$ cat config.mk
export PLATFORM = sky130hd
export DESIGN_NAME = interrupt_controller
export DESIGN_NICKNAME = d
export VERILOG_FILES = /design/src/rtl/intc_pkg.sv /design/src/rtl/irq_sync_edge.sv /design/src/rtl/interrupt_controller.sv
export SDC_FILE = /design/constraint.sdc
export NUM_CORES = 1
export LEC_CHECK = 0
export BUFFER_PORTS_ARGS = -buffer_cell sky130_fd_sc_hd__buf_2
export CAP_MARGIN = 40
export CELL_PAD_IN_SITES_DETAIL_PLACEMENT = 0
export CELL_PAD_IN_SITES_GLOBAL_PLACEMENT = 1
export CORE_ASPECT_RATIO = 0.9
export CORE_MARGIN = 3
export CORE_UTILIZATION = 42
export CTS_CLUSTER_DIAMETER = 100
export DETAILED_ROUTE_END_ITERATION = 6
export GPL_TIMING_DRIVEN = 0
export PLACE_DENSITY_LB_ADDON = 0.1
export SYNTH_ARGS = -nofsm -noshare
export SYNTH_HDL_FRONTEND = slang
export SYNTH_SLANG_ARGS = --single-unit
export TNS_END_PERCENT = 20
$ cat constraint.sdc
create_clock -name clk -period 2 [get_ports clk]
set_clock_uncertainty 0.05 [all_clocks]
set_input_delay 0.4 -clock clk [delete_from_list [all_inputs] [get_ports clk]]
set_output_delay 0.4 -clock clk [all_outputs]
set_load 0.01 [all_outputs]
$ cat src/rtl/intc_pkg.sv
`default_nettype none
// ============================================================================
// Module   : intc_pkg
// Purpose  : Shared types and constants for the interrupt controller:
//            FSM state encoding and the interrupt code width.
// Revision : 1.0 - initial release
// ============================================================================
package intc_pkg;

    // Arbitration FSM states; encoding 2'd3 is unused and recovers to IDLE.
    typedef enum logic [1:0] {
        IDLE    = 2'd0,
        REQ     = 2'd1,
        SERVICE = 2'd2
    } intc_state_t;

    // Code presented to the core: 0 = no interrupt, i+1 = source i.
    localparam int                    INT_CODE_W = 2;
    localparam logic [INT_CODE_W-1:0] INT_NONE   = 2'd0;

endpackage : intc_pkg
`default_nettype wire

$ cat src/rtl/irq_sync_edge.sv
`default_nettype none
// ============================================================================
// Module   : irq_sync_edge
// Purpose  : Brings one asynchronous interrupt source into the clk domain
//            through a SYNC_STAGES flop chain and emits a single-cycle pulse
//            on each synchronised rising edge. A level held high fires once.
// Revision : 1.0 - initial release
// ============================================================================
module irq_sync_edge #(
    parameter int SYNC_STAGES = 2
) (
    input  logic clk,
    input  logic reset,
    input  logic i_async,
    output logic o_rise
);

    logic [SYNC_STAGES-1:0] r_sync;
    logic                   r_dly;

    // Synchroniser chain plus one delay flop on the synchronised level.
    always_ff @(posedge clk or negedge reset) begin
        if (!reset) begin
            r_sync <= '0;
            r_dly  <= 1'b0;
        end else begin
            r_sync <= {r_sync[SYNC_STAGES-2:0], i_async};
            r_dly  <= r_sync[SYNC_STAGES-1];
        end
    end

    assign o_rise = r_sync[SYNC_STAGES-1] & ~r_dly;

endmodule : irq_sync_edge
`default_nettype wire

$ cat src/rtl/interrupt_controller.sv
`default_nettype none
// ============================================================================
// Module   : interrupt_controller
// Purpose  : Captures rising edges of asynchronous interrupt sources into a
//            pending register, masks them with a software-written enable,
//            selects one by fixed priority (index 0 highest) and holds its
//            code to the core until acknowledged. After the acknowledge no
//            new request is issued until the core retires mret.
// Revision : 1.0 - initial release
// ============================================================================
module interrupt_controller
    import intc_pkg::*;
#(
    parameter int NUM_SRC     = 3,
    parameter int SYNC_STAGES = 2
) (
    input  logic                  clk,
    input  logic                  reset,
    input  logic [NUM_SRC-1:0]    irq_src,
    input  logic                  en_wr,
    input  logic [NUM_SRC-1:0]    en_wdata,
    input  logic                  irq_ack,
    input  logic                  mret,
    output logic [INT_CODE_W-1:0] interrupt,
    output logic [NUM_SRC-1:0]    pending,
    output logic [NUM_SRC-1:0]    enable,
    output logic                  in_service
);

    localparam int c_SEL_W = INT_CODE_W;

    logic [NUM_SRC-1:0]    w_rise;
    logic [NUM_SRC-1:0]    w_clr;
    logic [NUM_SRC-1:0]    w_req;
    logic [c_SEL_W-1:0]    w_sel;

    logic [NUM_SRC-1:0]    r_enable;
    logic [NUM_SRC-1:0]    r_pending;
    intc_state_t           r_state;
    logic [c_SEL_W-1:0]    r_sel;
    logic [INT_CODE_W-1:0] r_interrupt;
    logic                  r_in_service;

    // One synchroniser / edge detector per source.
    generate
        for (genvar gi = 0; gi < NUM_SRC; gi++) begin : g_src
            irq_sync_edge #(
                .SYNC_STAGES (SYNC_STAGES)
            ) u_sync (
                .clk     (clk),
                .reset   (reset),
                .i_async (irq_src[gi]),
                .o_rise  (w_rise[gi])
            );
        end
    endgenerate

    // Enable mask register; masking never touches pending bits.
    always_ff @(posedge clk or negedge reset) begin
        if (!reset) begin
            r_enable <= '0;
        end else if (en_wr) begin
            r_enable <= en_wdata;
        end
    end

    // Acknowledge clears the latched source's pending bit.
    always_comb begin
        w_clr = '0;
        if (r_state == REQ && irq_ack) begin
            w_clr[r_sel] = 1'b1;
        end
    end

    // Pending register: a new rise wins over a same-cycle acknowledge clear.
    always_ff @(posedge clk or negedge reset) begin
        if (!reset) begin
            r_pending <= '0;
        end else begin
            r_pending <= (r_pending & ~w_clr) | w_rise;
        end
    end

    // Fixed-priority encoder: lowest set index of the masked requests wins.
    always_comb begin
        w_req = r_pending & r_enable;
        w_sel = '0;
        for (int i = NUM_SRC - 1; i >= 0; i--) begin
            if (w_req[i]) begin
                w_sel = c_SEL_W'(i);
            end
        end
    end

    // Request / service FSM with registered code and in_service outputs.
    // The withdraw check reads r_enable, so a same-cycle en_wr is seen late.
    always_ff @(posedge clk or negedge reset) begin
        if (!reset) begin
            r_state      <= IDLE;
            r_sel        <= '0;
            r_interrupt  <= INT_NONE;
            r_in_service <= 1'b0;
        end else begin
            case (r_state)
                IDLE: begin
                    r_interrupt <= INT_NONE;
                    if (|w_req) begin
                        r_sel       <= w_sel;
                        r_interrupt <= w_sel + c_SEL_W'(1);
                        r_state     <= REQ;
                    end
                end
                REQ: begin
                    if (irq_ack) begin
                        r_interrupt  <= INT_NONE;
                        r_in_service <= 1'b1;
                        r_state      <= SERVICE;
                    end else if (!r_enable[r_sel]) begin
                        r_interrupt <= INT_NONE;
                        r_state     <= IDLE;
                    end
                end
                SERVICE: begin
                    r_interrupt <= INT_NONE;
                    if (mret) begin
                        r_in_service <= 1'b0;
                        r_state      <= IDLE;
                    end
                end
                default: begin
                    r_state      <= IDLE;
                    r_interrupt  <= INT_NONE;
                    r_in_service <= 1'b0;
                end
            endcase
        end
    end

    assign interrupt  = r_interrupt;
    assign pending    = r_pending;
    assign enable     = r_enable;
    assign in_service = r_in_service;

endmodule : interrupt_controller
`default_nettype wire

; ---- Yosys cells after proc, flatten, opt, wreduce, memory -nomap -nowiden
; Cells that the tools add are included.
[op_classes]
n_bitwise = 11
n_eq_ne = 6
n_div = 0
n_shift = 0
n_reduce_logical = 7
n_lt_le_gt_ge = 2
muxes = 19
mul = 0
n_addsub = 1
[op_table]
columns = op, count
row1 = $mux W2, 9
row2 = $and A3 B3 Y3, 2
row3 = $ne A2 B2 Y1 const B, 3
row4 = $pmux W2 S3, 1
row5 = $reduce_and A3 Y1, 2
row6 = $mux W1, 4
row7 = $not A1 Y1, 4
row8 = $pmux W2 S2, 1
row9 = $and A1 B1 Y1, 3
row10 = $lt A2 B3 Y1 const B, 1
row11 = $mux W3, 1
row12 = $ne A3 B3 Y1 const B, 1
row13 = $not A3 Y3, 1
row14 = $or A3 B3 Y3, 1
row15 = $pmux W1 S3, 1
row16 = $reduce_or A3 Y1, 1
row17 = $add A2 B1 Y2 const B, 1
row18 = $bmux W1 S2, 1
row19 = $demux W1 S2, 1
row20 = $eq A2 B1 Y1 const B, 1
row21 = $eq A2 B2 Y1 const B, 1
row22 = $ge A2 B1 Y1 const B, 1
row23 = $logic_and A1 B1 Y1, 2
row24 = $logic_not A2 Y1, 1
row25 = $reduce_and A2 Y1, 1
[word_totals]
output_inout_bits = 9
ff_bits = 22
n_memories = 0
inputBits = 11
mem_bits_ro = 0
mem_bits_rw = 0
latch_bits = 0
wordCells = 58

; ---- Logic depth before layout (Yosys ltp)
; Gate-level depths: netlist (run 1).
[depth]
word_depth = 8
mapped_depth = 3
mapped_depth_nobuf = 3

; ---- Cells and area by module
; Synthesis (run 1) repeated with hierarchy kept, for this count alone.
[hier_totals]
cells_unflattened = 66
area_unflattened_um2 = 875.8
[by_module_without_submodules]
columns = mod, cells_each, n_inst, seq_area_each_um2, area_each_um2
row1 = interrupt_controller, 54, 1, 325.3, 609.3
row2 = irq_sync_edge, 4, 3, 75.1, 88.8

; ---- Worst setup path after synthesis (run 1)
; OpenSTA, ideal clock, no wires.
[synth_path]
kind = input port to flip-flop
startpoint = in irq_ack
endpoint = reg r_interrupt[0], in the netlist interrupt[0]
required_time_ns = 1.883
path_buffers = 0
arrival_time_ns = 1.242
setup_time_ns = 0.067
slack_ns = 0.642
path_stages = 3
path_cell_list = or4b_1 > o22ai_2 > a22o_1
[synth_between]
elab_chain_len = 2
word_cells_on_any_way = 3
cone_classes = eq/ne (1) / mux (2)
[synth_lines]
columns = element, line
row1 = "start, declared", interrupt_controller.sv:22  ; input logic irq_ack,
row2 = $mux W2, interrupt_controller.sv:114  ; if (irq_ack) begin
row3 = $pmux W2 S2, interrupt_controller.sv:104  ; case (r_state)
row4 = "end signal, assigned", interrupt_controller.sv:109  ; r_interrupt <= w_sel + c_SEL_W'(1);
row5 = "end, declared", interrupt_controller.sv:41  ; logic [INT_CODE_W-1:0] r_interrupt;
; Several ways; a longest one is shown, not always the timed one.
; A chain may end at the register's enable or synchronous reset.

; ---- Worst setup path in the final report (run 1)
[layout_path]
startpoint = reg r_sel[0]
endpoint = reg r_interrupt[0], in the netlist interrupt[0]
[layout_between]
elab_chain_len = 3
[layout_lines]
columns = element, line
row1 = "start, declared", interrupt_controller.sv:40  ; logic [c_SEL_W-1:0] r_sel;
row2 = "start signal, assigned", interrupt_controller.sv:108  ; r_sel <= w_sel;
row3 = $bmux W1 S2, interrupt_controller.sv:118  ; end else if (!r_enable[r_sel]) begin
row4 = $mux W1 (not written as such), interrupt_controller.sv:118
row5 = $ne A3 B3 Y1 (no source line), n/a
; Every way passes these cells. The select of a mux whose other input is x is not followed.

==> results of run 1 <==
-- cells by family (layout without fill, tap and decap cells) --
kind of cell	after synthesis	in the layout
DFF	22	22
muxes	5	5
AOI/OAI and AO/OA	14	14
and+or+nand+nor	16	16
buffers and inverters	5	28
-- layout make-up --
cell class                      instances  area share
Inverter                                5      0.0195
Timing Repair Buffer                   19      0.0986
Multi-Input combinational cell         35       0.243
Tap cell                               24      0.0311
Clock buffer                            4      0.0376
Sequential cell                        22       0.571
-- per-stage QoR --
stage	area (sq um)	util	hold WS [ns]	worst slack [ns]	power (uW)
final	965	0.556	-0.0125	0.547	1230
after global placement	928	0.535	0.283	0.486	1000
after detailed placement	928	0.535	0.292	0.464	1010
after global routing	965	0.556	0.00435	0.483	1320
after CTS	965	0.556	0.000835	0.536	1240
after floorplan	803	-	0.0544	0.642	872
-- state kept, by name, indices dropped and copies added (netlist names) --
name                 flops
interrupt                2
g_src.u_sync.r_sync      6
r_sel                    2
enable                   3
g_src.u_sync.r_dly       3
r_state                  2
in_service               1
pending                  3
-- metal layers --
layer,up-vias,part of all wire,global-route usage
met5,-,0,0
met4,0,0.011,0.0628
met1,257,0.45,0.169
met2,19,0.47,0.193
li1,263,-,-
met3,2,0.064,0.0312
-- power by group through the flow --
stage | clock, uW | sequential [uW] | combinational, uW
2_1_floorplan | 0 | 671 | 202
3_3_place_gp | 0 | 663 | 339
3_5_place_dp | 0 | 668 | 343
4_1_cts | 241 | 658 | 345
5_1_grt | 259 | 676 | 381
6_report | 234 | 655 | 338
-- Yosys cell counts --
master and number:
a22o_1 1, a31oi_1 1, o21ai_1 4, a21oi_1 2, nand2_1 8, a32o_1 1
nand4bb_1 1, mux2i_1 2, mux2_2 1, mux2_1 2, o22ai_2 1, o21ai_0 1
nor2_1 2, nand3_1 1, or4b_1 1, inv_1 5, or2_1 1, o31ai_1 2
a311oi_1 1, dfrtp_1 22, nand3b_1 1, nand2b_1 1
-- path summary, 6_finish.rpt --
path / slack [ns] / endpoint / from
hold / removal: -0.01 / r_state[0]$_DFFE_PN0P_ / reset
hold reg to reg: 0.31 / g_src[2].u_sync.r_sync[1]$_DFF_PN0_ / g_src[2].u_sync.r_sync[0]$_DFF_PN0_
setup reg to reg: 0.55 / interrupt[0]$_DFFE_PN0P_ / r_sel[0]$_DFFE_PN0P_
min in group clk: 0.15 / g_src[1].u_sync.r_sync[0]$_DFF_PN0_ / irq_src[1]
setup / recovery: 0.55 / interrupt[0]$_DFFE_PN0P_ / r_sel[0]$_DFFE_PN0P_
max in group asynchronous: 1.59 / pending[1]$_DFF_PN0_ / reset
-- worst max-delay path: stages (launching register included) --
cell and delay [ns]:
dfrtp_1 0.45, or4b_1 0.55, o22ai_2 0.20, a22o_1 0.16
==> results.sh, run 1 <==
export IMPL_status="finished, violations left"
export IMPL_violations="hold timing"
export IMPL_gp_congestion=0.815
export IMPL_critPathKind="reg2reg"
export IMPL_synth_top_family_by_area="compound AO/OA/AOI/OAI gates"
export IMPL_grt_pass1_vias=499
export IMPL_clkLatencyLatePin_ns=0.30
export IMPL_syn_area_sq_um=803
export IMPL_ir_drop_v=0.000566
export IMPL_powerDensity_mw_per_mm2=1270
export IMPL_grt_max_degree=23
export IMPL_yosys_area_top_type="dfrtp_1"
export IMPL_worst_path_max_fanout=5
export IMPL_p_sw_uw=402
export IMPL_track_usage=0.125
export IMPL_wirelength_mm=1.33
export IMPL_dp_hpwl_mm=1.02
export IMPL_initialDrtViolationCount=4
export IMPL_yosysTopAreaCellShare=0.685
export IMPL_drive_gt1_frac=0.294
export IMPL_seqPwrFrac=0.534
export IMPL_synth_xor_area_share=0
export IMPL_worstPathArrival_ns=1.65
export IMPL_multiInputGateArea_sq_um=234
export IMPL_post_cts_buffers=0
export IMPL_relSlewSlack=0.688
export IMPL_rsz0062_at_grt="false"
export IMPL_htree_levels=1
export IMPL_hold_worst_slack_ns=-0.0125
export IMPL_clkTransAtPathRegs_ns=0.12
export IMPL_die_w_microns=52.1
export IMPL_grt_pass1_wl_mm=2.20
export IMPL_hold_class="in2async"
export IMPL_clkPwrFrac=0.190
export IMPL_rows=14
export IMPL_coreArea_sq_mm=0.00173
export IMPL_cts_tree="built"
export IMPL_vias=541
export IMPL_synth_compound_area_frac=0.120
export IMPL_final_cells=109
export IMPL_first_pass_iters=4
export IMPL_regArea_sq_um=551
export IMPL_placed_cells=105
export IMPL_tns_ns=0
export IMPL_synthMuxAreaShare=0.0670
export IMPL_worstRegToRegCells=3
export IMPL_initial_core_util=0.463
export IMPL_swShare=0.328
export IMPL_via_per_inst=4.96
export IMPL_drc=0
export IMPL_synth_cell_types=22
export IMPL_antennaDiodeCount=0
export IMPL_synthSimpleGateAreaFrac=0.104
export IMPL_final_common_cell="dfrtp_1"
export IMPL_setup_violations=0
export IMPL_io_pins=20
export IMPL_syn2layout_area_growth_pct=20.1
export IMPL_dieArea_sq_mm=0.00247
export IMPL_die_h_microns=47.5
export IMPL_hold_viol=22
export IMPL_min_period_ns=1.45
export IMPL_cts_root_buffer="clkbuf_4"
export IMPL_max_freq_mhz=688
export IMPL_final_cell_mix="dfrtp_1 (22), buf_2 (19), nand2_1 (8)"
export IMPL_synthAdderAreaFrac=0
export IMPL_portBuffers=19
export IMPL_clkSinkCount=22
export IMPL_cts_hold_buf=0
export IMPL_synth_nets=73
export IMPL_antenna_left=0
export IMPL_synth_seq_cells=22
export IMPL_grt_overflow=0
export IMPL_n_fill_cell=160
export IMPL_max_slew_worst_pin_slew_ns=0.467
export IMPL_maxCapViolCount=0
export IMPL_cts_buffers=3
export IMPL_required_ns=2.20
export IMPL_synth_area_top_cells="dfrtp_1 (69%), nand2_1 (3.7%), mux2_1 (2.8%)"
export IMPL_nets=97
export IMPL_wl_per_cell_microns=12.2
export IMPL_cp_end_kind="flop"
export IMPL_min_period_over_period=0.727
export IMPL_startpoint_type="flop"
export IMPL_yosysWarnings=0
export IMPL_maxSlewViolCount=0
export IMPL_clockBufferDepth=2
export IMPL_p_int_uw=825
export IMPL_postCtsResizedCells=0
export IMPL_grt_antenna_before_repair=0
export IMPL_synth_seq_area_share=0.685
export IMPL_power_leakage_uw=0.000458
export IMPL_synthCells=62
export IMPL_syn_area_per_cell_sq_um=13.0
export IMPL_pwr_share_comb=0.276
Note: power is estimated with default switching activity, not from simulation.
==> inputs of run 2 (changes only) <==
CORE_UTILIZATION = 39   (was 42)
clock period = 1.4 ns   (was 2 ns; I/O delays follow)
==> results.sh, run 2 (synthesis results as in run 1) <==
export IMPL_path_cells="or4b_4, o22ai_2, a22o_1"
export IMPL_io_pins=20
export IMPL_htree_levels=1
export IMPL_initialDrtViolationCount=9
export IMPL_rsz0062_at_grt="true"
export IMPL_clkSinkCount=22
export IMPL_cts_buffers=3
export IMPL_hold_class="in2reg"
export IMPL_largest_register_ffs=6
export IMPL_grt_pass1_vias=506
export IMPL_hold_worst_slack_ns=0.129
export IMPL_wirelength_mm=1.37
export IMPL_clockBufferDepth=2
export IMPL_critPathKind="reg2reg"
export IMPL_gp_congestion=0.841
export IMPL_drive_gt1_frac=0.326
export IMPL_max_slew_worst_pin_slew_ns=0.479
export IMPL_grt_max_degree=23
export IMPL_clkLatencyLatePin_ns=0.30
export IMPL_rows=14
export IMPL_antenna_left=0
export IMPL_grt_overflow=0
export IMPL_max_stage_delay_ns=0.48
export IMPL_p_int_uw=1370
export IMPL_via_per_inst=5.03
export IMPL_worstPathArrival_ns=1.59
export IMPL_nets=104
export IMPL_final_cell_mix="dfrtp_1 (21), buf_2 (19), nand2_1 (8)"
export IMPL_track_usage=0.117
export IMPL_hold_start="en_wdata[2]"
export IMPL_drc=0
export IMPL_clkPwrFrac=0.242
export IMPL_wl_per_cell_microns=11.8
export IMPL_cts_root_buffer="clkbuf_4"
export IMPL_dpl_cell_area_sq_um=928
export IMPL_min_to="enable[2]$_DFFE_PN0P_"
export IMPL_status="finished clean"
export IMPL_clkTransAtPathRegs_ns=0.12
export IMPL_crit_slowest_cell="or4b_4"
export IMPL_rrSetupSlack_ns=0.008
export IMPL_regMostFlops="g_src.u_sync.r_sync"
export IMPL_coreArea_sq_mm=0.00180
export IMPL_first_pass_iters=4
export IMPL_die_w_microns=53.8
export IMPL_portBuffers=19
export IMPL_seqPwrFrac=0.464
export IMPL_pwr_share_comb=0.295
export IMPL_startpoint_type="flop"
export IMPL_setup_violations=0
export IMPL_syn2layout_area_growth_pct=30.5
export IMPL_ir_drop_v=0.00103
export IMPL_antennaDiodeCount=0
export IMPL_timing_rr_end="interrupt[0]$_DFFE_PN0P_"
export IMPL_p_sw_uw=598
export IMPL_design_area_sq_mm=0.00105
export IMPL_hold_viol=0
export IMPL_cts_tree="built"
export IMPL_final_common_cell="dfrtp_1"
export IMPL_die_h_microns=49.1
export IMPL_r2r_start="r_state[0]$_DFFE_PN0P_"
export IMPL_grt_antenna_before_repair=0
export IMPL_cp_end_kind="flop"
export IMPL_initial_core_util=0.445
export IMPL_relSlewSlack=0.681
export IMPL_min_period_over_period=0.994
export IMPL_swShare=0.304
export IMPL_grt_pass1_wl_mm=2.21
export IMPL_maxCapViolCount=0
export IMPL_maxSlewViolCount=0
export IMPL_holdPathStages=2
export IMPL_max_freq_mhz=718
export IMPL_worstRegToRegCells=3
export IMPL_worst_path_max_fanout=7
export IMPL_powerDensity_mw_per_mm2=1880
export IMPL_dp_hpwl_microns=964
export IMPL_required_ns=1.60
export IMPL_power_leakage_uw=0.000497
export IMPL_n_fill_cell=153
export IMPL_dieArea_sq_mm=0.00264
export IMPL_vias=584
export IMPL_min_period_ns=1.39
-- run 2: cell types whose count changed in the layout (fill, tap and decap cells not counted), sizes merged --
| cell | before | now |
|---|---|---|
| dlygate4sd3 | 0 | 4 |
| buf | 19 | 22 |
| bufinv | 0 | 1 |
| clkbuf | 4 | 3 |
-- run 2: stage by stage --
stage               power [uW]   util  setup TNS (ns)  cells  setup WS [ns]
global placement          1430  0.515         -0.0188    105        -0.0165
floorplan                 1250      -               0     62         0.0663
finish                    1970  0.581               0    116        0.00773
CTS                       1960  0.558               0    112         0.0128
global route              2100  0.581         -0.0880    116        -0.0286
detailed placement        1440  0.515         -0.0271    105        -0.0223
-- run 2: how the worst max path moves through the flow --
stage                                          end  slack (ns)              startpoint
after floorplan           interrupt[0]$_DFFE_PN0P_        0.07    r_sel[0]$_DFFE_PN0P_
final                     interrupt[0]$_DFFE_PN0P_       0.008  r_state[0]$_DFFE_PN0P_
after global routing      interrupt[0]$_DFFE_PN0P_       -0.03  r_state[0]$_DFFE_PN0P_
after global placement    interrupt[0]$_DFFE_PN0P_       -0.02    r_sel[0]$_DFFE_PN0P_
after detailed placement  interrupt[0]$_DFFE_PN0P_       -0.02    r_sel[0]$_DFFE_PN0P_
after CTS                 interrupt[0]$_DFFE_PN0P_        0.01    r_sel[0]$_DFFE_PN0P_
-- run 2: cell type report --
type | instances | area (sq um) | area share
clock buffer | 3 | 22.5 | 0.0215
clock inverter | 1 | 30.0 | 0.0286
inverter | 5 | 18.8 | 0.0179
multi-input combinational | 35 | 238 | 0.227
sequential | 22 | 552 | 0.526
tap | 24 | 30.0 | 0.0286
timing repair buffer | 26 | 158 | 0.150
-- run 2: timing repair --
item,CTS,global route
resized for setup,1,1
pin swaps,0,1
endpoints found under the hold margin,22,3
setup endpoints to repair,3,4
hold buffers,1,3
buffers inserted,2,1
-- run 2: worst max-delay path, delay by kind of cell, from the launching register on --
kind | cells | cell delay (ns)
DFF | 1 | 0.44
AOI/OAI and AO/OA | 2 | 0.38
and+or+nand+nor | 1 | 0.48
-- run 2: metal layers --
| layer | vias to the layer above | track usage | share of wire |
|---|---|---|---|
| li1 | 277 | - | - |
| met2 | 23 | 0.173 | 0.48 |
| met3 | 4 | 0.0550 | 0.080 |
| met5 | - | 0 | 0 |
| met4 | 0 | 0.0511 | 0.015 |
| met1 | 280 | 0.143 | 0.42 |
-- run 2: power groups by stage --
stage | Combinational (uW) | Clock, uW | Sequential, uW
6_report | 580 | 476 | 913
5_1_grt | 643 | 518 | 939
4_1_cts | 554 | 492 | 912
3_5_place_dp | 488 | 0 | 948
3_3_place_gp | 488 | 0 | 946
2_1_floorplan | 288 | 0 | 958
